File: config.mk
export PLATFORM = sky130hd
export DESIGN_NAME = mem_arbiter
export DESIGN_NICKNAME = d
export VERILOG_FILES = /design/src/rtl/brisc_pkg.sv /design/src/rtl/rr_arbiter2.sv /design/src/rtl/mem_arbiter.sv
export SDC_FILE = /design/constraint.sdc
export NUM_CORES = 1
export LEC_CHECK = 0
export ABC_AREA = 1
export CORE_AREA = 2 2 290 292
export CTS_BUF_LIST = sky130_fd_sc_hd__clkbuf_16
export DETAILED_ROUTE_END_ITERATION = 7
export DIE_AREA = 0 0 292 294
export PLACE_DENSITY_LB_ADDON = 0.08
export SKIP_LAST_GASP = 1
export SYNTH_ARGS = -nofsm -noshare
export SYNTH_HDL_FRONTEND = slang
export SYNTH_SLANG_ARGS = --single-unit
File: constraint.sdc
create_clock -name clk -period 38.7 [get_ports clk]
set_clock_uncertainty 0.05 [all_clocks]
set_input_delay 7.74 -clock clk [delete_from_list [all_inputs] [get_ports clk]]
set_output_delay 7.74 -clock clk [all_outputs]
set_load 0.01 [all_outputs]
File: src/rtl/brisc_pkg.sv
// brisc_pkg: shared sizes and types for the memory arbiter and its round-robin picker.
package brisc_pkg;
    parameter int ADDRESS_BITS     = 32;
    parameter int CACHE_LINE_LEN   = 128;
    parameter int LINE_OFFSET_BITS = 4;
    typedef enum logic [1:0] {ARB_IDLE, ARB_ISSUE, ARB_WAIT} arb_state_e;
    typedef enum logic {GNT_IC, GNT_DC} arb_gnt_e;
    typedef logic [CACHE_LINE_LEN-1:0] line_t;
endpackage

File: src/rtl/rr_arbiter2.sv
// rr_arbiter2: two-way round-robin pick; the pointer names the side preferred on a tie.
module rr_arbiter2
    import brisc_pkg::*;
(
    input  logic clk,
    input  logic reset,
    input  logic req_ic,
    input  logic req_dc,
    input  logic take,
    output logic gnt_dc
);
    arb_gnt_e ptr_q, ptr_d, pick;

    // After a grant the other side gets preference, so a held loser wins next time.
    always_comb begin
        pick  = (req_ic && req_dc) ? ptr_q : (req_dc ? GNT_DC : GNT_IC);
        ptr_d = take ? ((pick == GNT_DC) ? GNT_IC : GNT_DC) : ptr_q;
    end

    assign gnt_dc = (pick == GNT_DC);

    always_ff @(posedge clk or posedge reset) begin
        if (reset) ptr_q <= GNT_DC;
        else       ptr_q <= ptr_d;
    end
endmodule

File: src/rtl/mem_arbiter.sv
// mem_arbiter: shares the single main-memory port between icache refills and dcache
// refills/write-backs, one outstanding line transfer at a time.
module mem_arbiter
    import brisc_pkg::*;
#(
    parameter int ADDR_W   = ADDRESS_BITS,
    parameter int LINE_W   = CACHE_LINE_LEN,
    parameter int OFFSET_W = LINE_OFFSET_BITS
) (
    input  logic              clk,
    input  logic              reset,
    input  logic              ic_req,
    input  logic [ADDR_W-1:0] ic_addr,
    output logic              ic_resp,
    output logic [LINE_W-1:0] ic_rdata,
    input  logic              dc_req,
    input  logic              dc_we,
    input  logic [ADDR_W-1:0] dc_addr,
    input  logic [LINE_W-1:0] dc_wdata,
    output logic              dc_resp,
    output logic [LINE_W-1:0] dc_rdata,
    output logic              mem_req_valid,
    input  logic              mem_req_ready,
    output logic              mem_we,
    output logic [ADDR_W-1:0] mem_addr,
    output logic [LINE_W-1:0] mem_wdata,
    input  logic              mem_resp_valid,
    input  logic [LINE_W-1:0] mem_rdata,
    output logic              busy
);
    localparam logic [ADDR_W-1:0] ALIGN_MASK = {{(ADDR_W-OFFSET_W){1'b1}}, {OFFSET_W{1'b0}}};

    arb_state_e        state_q, state_d;
    arb_gnt_e          gnt_q, gnt_d;
    logic [ADDR_W-1:0] addr_q, addr_d;
    logic              we_q, we_d;
    logic [LINE_W-1:0] wdata_q, wdata_d;
    logic [LINE_W-1:0] ic_rdata_q, ic_rdata_d;
    logic [LINE_W-1:0] dc_rdata_q, dc_rdata_d;
    logic              ic_resp_q, ic_resp_d;
    logic              dc_resp_q, dc_resp_d;
    logic              take;
    logic              pick_dc;

    rr_arbiter2 u_rr (
        .clk    (clk),
        .reset  (reset),
        .req_ic (ic_req),
        .req_dc (dc_req),
        .take   (take),
        .gnt_dc (pick_dc)
    );

    always_comb begin
        state_d    = state_q;
        gnt_d      = gnt_q;
        addr_d     = addr_q;
        we_d       = we_q;
        wdata_d    = wdata_q;
        ic_rdata_d = ic_rdata_q;
        dc_rdata_d = dc_rdata_q;
        ic_resp_d  = 1'b0;
        dc_resp_d  = 1'b0;
        take       = 1'b0;
        case (state_q)
            ARB_IDLE: begin
                if (ic_req || dc_req) begin
                    take    = 1'b1;
                    gnt_d   = pick_dc ? GNT_DC : GNT_IC;
                    addr_d  = (pick_dc ? dc_addr : ic_addr) & ALIGN_MASK;
                    we_d    = pick_dc && dc_we;
                    wdata_d = pick_dc ? dc_wdata : '0;
                    state_d = ARB_ISSUE;
                end
            end
            ARB_ISSUE: state_d = mem_req_ready ? ARB_WAIT : ARB_ISSUE;
            ARB_WAIT: begin
                if (mem_resp_valid) begin
                    ic_resp_d  = (gnt_q == GNT_IC);
                    dc_resp_d  = (gnt_q == GNT_DC);
                    ic_rdata_d = (gnt_q == GNT_IC) ? mem_rdata : ic_rdata_q;
                    dc_rdata_d = (gnt_q == GNT_DC) ? mem_rdata : dc_rdata_q;
                    state_d    = ARB_IDLE;
                end
            end
            default: state_d = ARB_IDLE;
        endcase
    end

    always_ff @(posedge clk or posedge reset) begin
        if (reset) begin
            state_q    <= ARB_IDLE;
            gnt_q      <= GNT_IC;
            addr_q     <= '0;
            we_q       <= 1'b0;
            wdata_q    <= '0;
            ic_rdata_q <= '0;
            dc_rdata_q <= '0;
            ic_resp_q  <= 1'b0;
            dc_resp_q  <= 1'b0;
        end else begin
            state_q    <= state_d;
            gnt_q      <= gnt_d;
            addr_q     <= addr_d;
            we_q       <= we_d;
            wdata_q    <= wdata_d;
            ic_rdata_q <= ic_rdata_d;
            dc_rdata_q <= dc_rdata_d;
            ic_resp_q  <= ic_resp_d;
            dc_resp_q  <= dc_resp_d;
        end
    end

    assign mem_req_valid = (state_q == ARB_ISSUE);
    assign busy          = (state_q != ARB_IDLE);
    assign mem_addr      = addr_q;
    assign mem_we        = we_q;
    assign mem_wdata     = wdata_q;
    assign ic_resp       = ic_resp_q;
    assign dc_resp       = dc_resp_q;
    assign ic_rdata      = ic_rdata_q;
    assign dc_rdata      = dc_rdata_q;
endmodule

Word level (Yosys, flattened, before mapping)

Index checks and enable logic that the tools add are counted.

Register bits after elaboration: 419
Input port bits: 327
Output and inout port bits: 421
Word-level logic and storage cells: 40

Eq/ne operators: 4
Multiplexer cells: 16
Bitwise gates (word level): 1
Reduce and logical (&&, ||, !) cells: 9

Operators with widths:

| kind                                                                  | number |
|---|---|
| 128-bit two-way mux                                                   | 1 |
| 32-bit two-way mux                                                    | 1 |
| 1-bit two-way mux                                                     | 10 |
| 2-bit two-way mux                                                     | 3 |
| 2-bit case mux with 3 select lines                                    | 1 |
| 3-bit AND reduction                                                   | 2 |
| 2-bit inequality test, second input constant                          | 2 |
| 2-bit AND reduction                                                   | 2 |
| 2-bit by 1-bit equality test with 1-bit output, second input constant | 1 |
| 2-bit equality test, second input constant                            | 1 |
| 1-bit logical AND                                                     | 2 |
| 2-bit zero test                                                       | 1 |
| 2-bit nonzero test                                                    | 1 |
| 1-bit logical OR                                                      | 1 |
| 1-bit inverter                                                        | 1 |

Longest topological paths before layout

Depth in word-level cells: 3
Depth in mapped cells: 8
Mapped depth without buffers: 6

Hierarchy

A second synthesis with hierarchy kept.

Cell total of the unflattened synthesis: 2,167
Area, all modules: 17,526.8 um^2

By module, submodules not included:

| module      | instances | cells each | area an instance (um^2) | sequential area each (um^2) |
|---|---|---|---|---|
| mem_arbiter | 1         | 2,158      | 17,468.0                | 10,460.0 |
| rr_arbiter2 | 1         | 9          | 58.8                    | 26.3 |

Least setup slack after synthesis

OpenSTA, ideal clock, no wires.

Path kind: in2reg
Start: input dc_req
End: register state_q[0]
Setup time: 0.126 ns
Arrival: 8.386 ns
Required time: 38.524 ns
Setup slack: 30.138 ns
Stages on the path: 4
Path buffers: 2
Cell sequence: o21ai_2 buf_2 buf_2 o21ai_1

Cells in the longest elaborated chain, start to end: 3

Ends and longest elaborated chain:

| what                            | RTL line           | source |
|---|---|---|
| from (decl)                     | mem_arbiter.sv:16  | `input logic dc_req,` |
| 1-bit logical OR                | mem_arbiter.sv:67  | `if (ic_req \|\| dc_req) begin` |
| 2-bit inequality test (no line) | n/a                |  |
| 2-bit AND reduction (no line)   | n/a                |  |
| to (signal assigned)            | mem_arbiter.sv:102 | `state_q <= state_d;` |
| to (decl)                       | mem_arbiter.sv:33  | `arb_state_e state_q, state_d;` |

Every way passes these cells.
A chain may end at the register's enable or synchronous reset.

Worst setup path in the final report

Start: input ic_req
End: register wdata_q[43] (netlist: mem_wdata[43])

Cells in the longest elaborated chain, start to end: 3
Elaborated cells between the ends (all ways): 5
Classes of those cells: 2 x mux; 3 x reduce/logical

Ends and longest elaborated chain:

| what                 | RTL line           | source |
|---|---|---|
| from (decl)          | mem_arbiter.sv:12  | `input logic ic_req,` |
| 1-bit logical AND    | rr_arbiter2.sv:16  | `pick = (req_ic && req_dc) ? ptr_q : (req_dc ? GNT_DC : GNT_IC);` |
| 1-bit two-way mux    | rr_arbiter2.sv:16  |  |
| 128-bit two-way mux  | mem_arbiter.sv:72  | `wdata_d = pick_dc ? dc_wdata : '0;` |
| to (signal assigned) | mem_arbiter.sv:106 | `wdata_q <= wdata_d;` |
| to (decl)            | mem_arbiter.sv:37  | `logic [LINE_W-1:0] wdata_q, wdata_d;` |

Parallel ways exist; a longest one is shown, timed or not.

==> flow_summary_export.csv <==
group,metric,value,unit
run_status,status,"finished, final reports clean",
power_and_ir_drop,seqPwrFrac,34.8,%
final_layout,final_area,26000,µm²
power_and_ir_drop,p_leak,12.1,nW
final_layout,n_fill_cell,8646,
sta,rsz0062_at_grt,"no",
logic_synthesis,synth-async-reset-ratio,100,%
die,die_area,85800,µm²
die,start_util,19.5,%
placed_design,placed_area,24400,µm²
logic_synthesis,avgSynthCellArea,9.46,µm²
cts,clk_pin_slew,0.05,ns
sta,post-route-period-util,28.7,%
die,die_w,292,µm
cts,clk_latency,0.59,ns
global_routing,grt_pass1_wl,101000,µm
critical_path,path_cells,"clkdlybuf4s50_1 > nand2_1 > nand2_1 > buf_4 > clkinv_2 > buf_4 > nand3_1 > nand2_1",
power_and_ir_drop,worst_ir_drop_vdd,0.0493,mV
critical_path,crit_path_top_delay_cell,"clkinv_2",
power_and_ir_drop,power.switching,0.805,mW
final_layout,drive_gt1_share,3.82,%
die,coreArea,82900,µm²
die,die_h,294,µm
logic_synthesis,synth.cell_area,16100,µm²
global_routing,grt-ovfl-total,0,
global_routing,grt_pass1_vias,14600,
placed_design,dp_hpwl,49400,µm
sta,fmax,0.0902,GHz
final_layout,area_delta_synth_final,61.2,%
worst_hold_path,hold_class,"flip-flop to flip-flop",
final_layout,fin_nets,2724,
logic_synthesis,synth_cells,1706,
cts,post-cts-setup-buffer-count,0,
critical_path,cp_slowest_stage_delay,0.80,ns
logic_synthesis,synthTopCellsByArea,"dfrtp_1 65%, nand2_1 13%, o21ai_1 6.9%",
critical_path,cpLargestDelayFamily,"buffers and inverters",
route,first_pass_iters,5,
cts,cts_sinks,419,
route,drt-total-wl,69000,µm
cts,clock-root-buffer,"clkbuf_16",
route,drt_iter0_drc,698,
die,row_count,106,
power_and_ir_drop,switching_share,36.4,%
power_and_ir_drop,power_frac_clock,21.0,%
logic_synthesis,synth-warning-count,0,
logic_synthesis,seq_area_frac_synth,65.0,%
sta,hold_viol_final,0,
power_and_ir_drop,p_total,2.21,mW
logic_synthesis,synth_flop_cell,"dfrtp_1",
cts,clock_tree.buffer_depth,3,
placed_design,gp_congestion,0.792,
critical_path,worstSetupPathType,"input pin to flip-flop",
power_and_ir_drop,internal_power,1.40,mW
cts,cts_resized,0,
global_routing,grt_max_degree,158,
critical_path,critPathCaptureType,"flip-flop",
critical_path,required,39.12,ns
cts,cts-buffers-inserted,53,
logic_synthesis,synth_top_cell_by_area,"dfrtp_1",
route,drc,0,
critical_path,path_buf_inv,4,
critical_path,critical_path_arrival,11.51,ns
sta,slew_viol_final,0,
logic_synthesis,synth_edf_count,0,
die,io_pins,748,
route,ant_nets,0,
sta,finalSetupTns,0,ns
route,wl_per_cell,19.6,µm
cts,cts_hold_buf,0,
route,viasPerCell,4.02,
critical_path,start_kind,"input pin",
power_and_ir_drop,p_per_area,84.9,nW/µm²
cts,cts_tree,"built",
critical_path,critPathMaxFanout,74,
sta,relSlewSlack,25.4,%
sta,tightestPinTransition,1.12,ns
global_routing,antenna_found_initial,7,
placed_design,numPortBuffers,735,
final_layout,layout.cells.non_filler,3519,
logic_synthesis,synth-seq-cells,419,
critical_path,cp_common_cell,"nand2_1",
cts,htree_num_levels,2,
logic_synthesis,synth_top_cell_area_share,64.8,%
logic_synthesis,ys_types,19,
sta,finalSetupViolCount,0,
placed_design,dp.cells,3422,
global_routing,grt_usage,15.7,%
power_and_ir_drop,power_frac_comb,44.2,%
route,vias,14100,
run,maxCapViolCount,0,
sta,layout_min_cycle_time,11.09,ns
## state kept, by name, summed over array words and instances, names as in the netlist
register and count:
dc_rdata 128, dc_resp 1, gnt_q 1, ic_rdata 128, ic_resp 1, mem_addr 28
mem_wdata 128, mem_we 1, state_q 2, u_rr.ptr_q 1
## per-layer routing
metal	share of wire, %	global-route usage (%)	wire (µm)
met1	38	17.8	26400
met2	53	28.6	36400
met3	6.9	4.56	4780
met4	1.8	3.90	1230
met5	0.086	0	59
## cells in the mapped netlist (4+ instances only)
library cell and count:
nand2_1 549, nand3_1 185, buf_1 4, o21ai_1 221, dfrtp_1 418, buf_2 77
nand4_1 28, o21ai_0 38, inv_1 135, buf_4 20, clkbuf_1 19
## cells in the final DEF, fill, tap and decap left out, types with 3 or more instances in the layout
cell | Yosys | routed
clkdlybuf4s50_1 | 0 | 735
nand2_1 | 549 | 549
dfrtp_1 | 418 | 418
o21ai_1 | 221 | 221
nand3_1 | 185 | 185
inv_1 | 135 | 149
clkbuf_16 | 0 | 55
o21ai_0 | 38 | 38
nand4_1 | 28 | 28
buf_4 | 20 | 17
clkinv_1 | 0 | 14
clkinv_2 | 0 | 7
conb_1 | 1 | 4
diode_2 | 0 | 3
## area by class of cell
type / count / area (µm²) / share of cell area [%]
inverter: 137 / 523 / 2.01
clock inverter: 39 / 215 / 0.827
timing repair buffer: 753 / 7500 / 28.8
multi-input combinational: 1033 / 4560 / 17.5
antenna: 3 / 7.51 / 0.0288
clock buffer: 55 / 1380 / 5.29
tap: 1080 / 1350 / 5.19
sequential: 419 / 10500 / 40.3
## power by group through the flow
stage | Clock [mW] | Sequential [mW] | Combinational (mW)
2_1_floorplan | 0 | 0.862 | 0.284
3_3_place_gp | 0 | 0.766 | 1.00
3_5_place_dp | 0 | 0.771 | 1.00
4_1_cts | 0.486 | 0.770 | 1.00
5_1_grt | 0.504 | 0.797 | 1.06
6_report | 0.464 | 0.768 | 0.977
## worst paths after layout
| path | endpoint | cells after the start | slack (ns) | start |
|---|---|---|---|---|
| worst max-delay path | mem_wdata[43] | 8 | 27.61 | ic_req |
| worst min-delay path | mem_wdata[79] | 2 | 0.42 | mem_wdata[79] |
| worst max register to register | mem_wdata[43] | 8 | 34.92 | u_rr.ptr_q |
| worst min register to register | mem_wdata[79] | 2 | 0.42 | mem_wdata[79] |
| max in group asynchronous | mem_wdata[24] | 4 | 28.60 | reset |
| min in group asynchronous | mem_wdata[75] | 2 | 7.72 | reset |
## tightest hold or removal path, delay by kind of cell (launching register included)
kind             cells  cell delay (ns)
DFF                  1             0.34
and+or+nand+nor      2             0.10
## per-stage QoR
stage	util (%)	hold slack (ns)	setup WS (ns)
6_report	31.4	0.424	27.61
5_1_grt	31.4	0.440	27.38
4_1_cts	31.4	0.430	27.54
3_3_place_gp	29.5	0.415	26.86
3_5_place_dp	29.5	0.415	26.90
2_1_floorplan	-	0.424	19.25
## logic make-up (layout without fill, tap and decap cells)
logic type,after synthesis,in the layout,synth area share (%)
other cells,1,7,0.0232
flops,419,419,65.0
simple gates,768,768,19.8
compound gates,261,261,8.13
buf+inv,257,984,7.04
(Power assumes the default switching activity.)
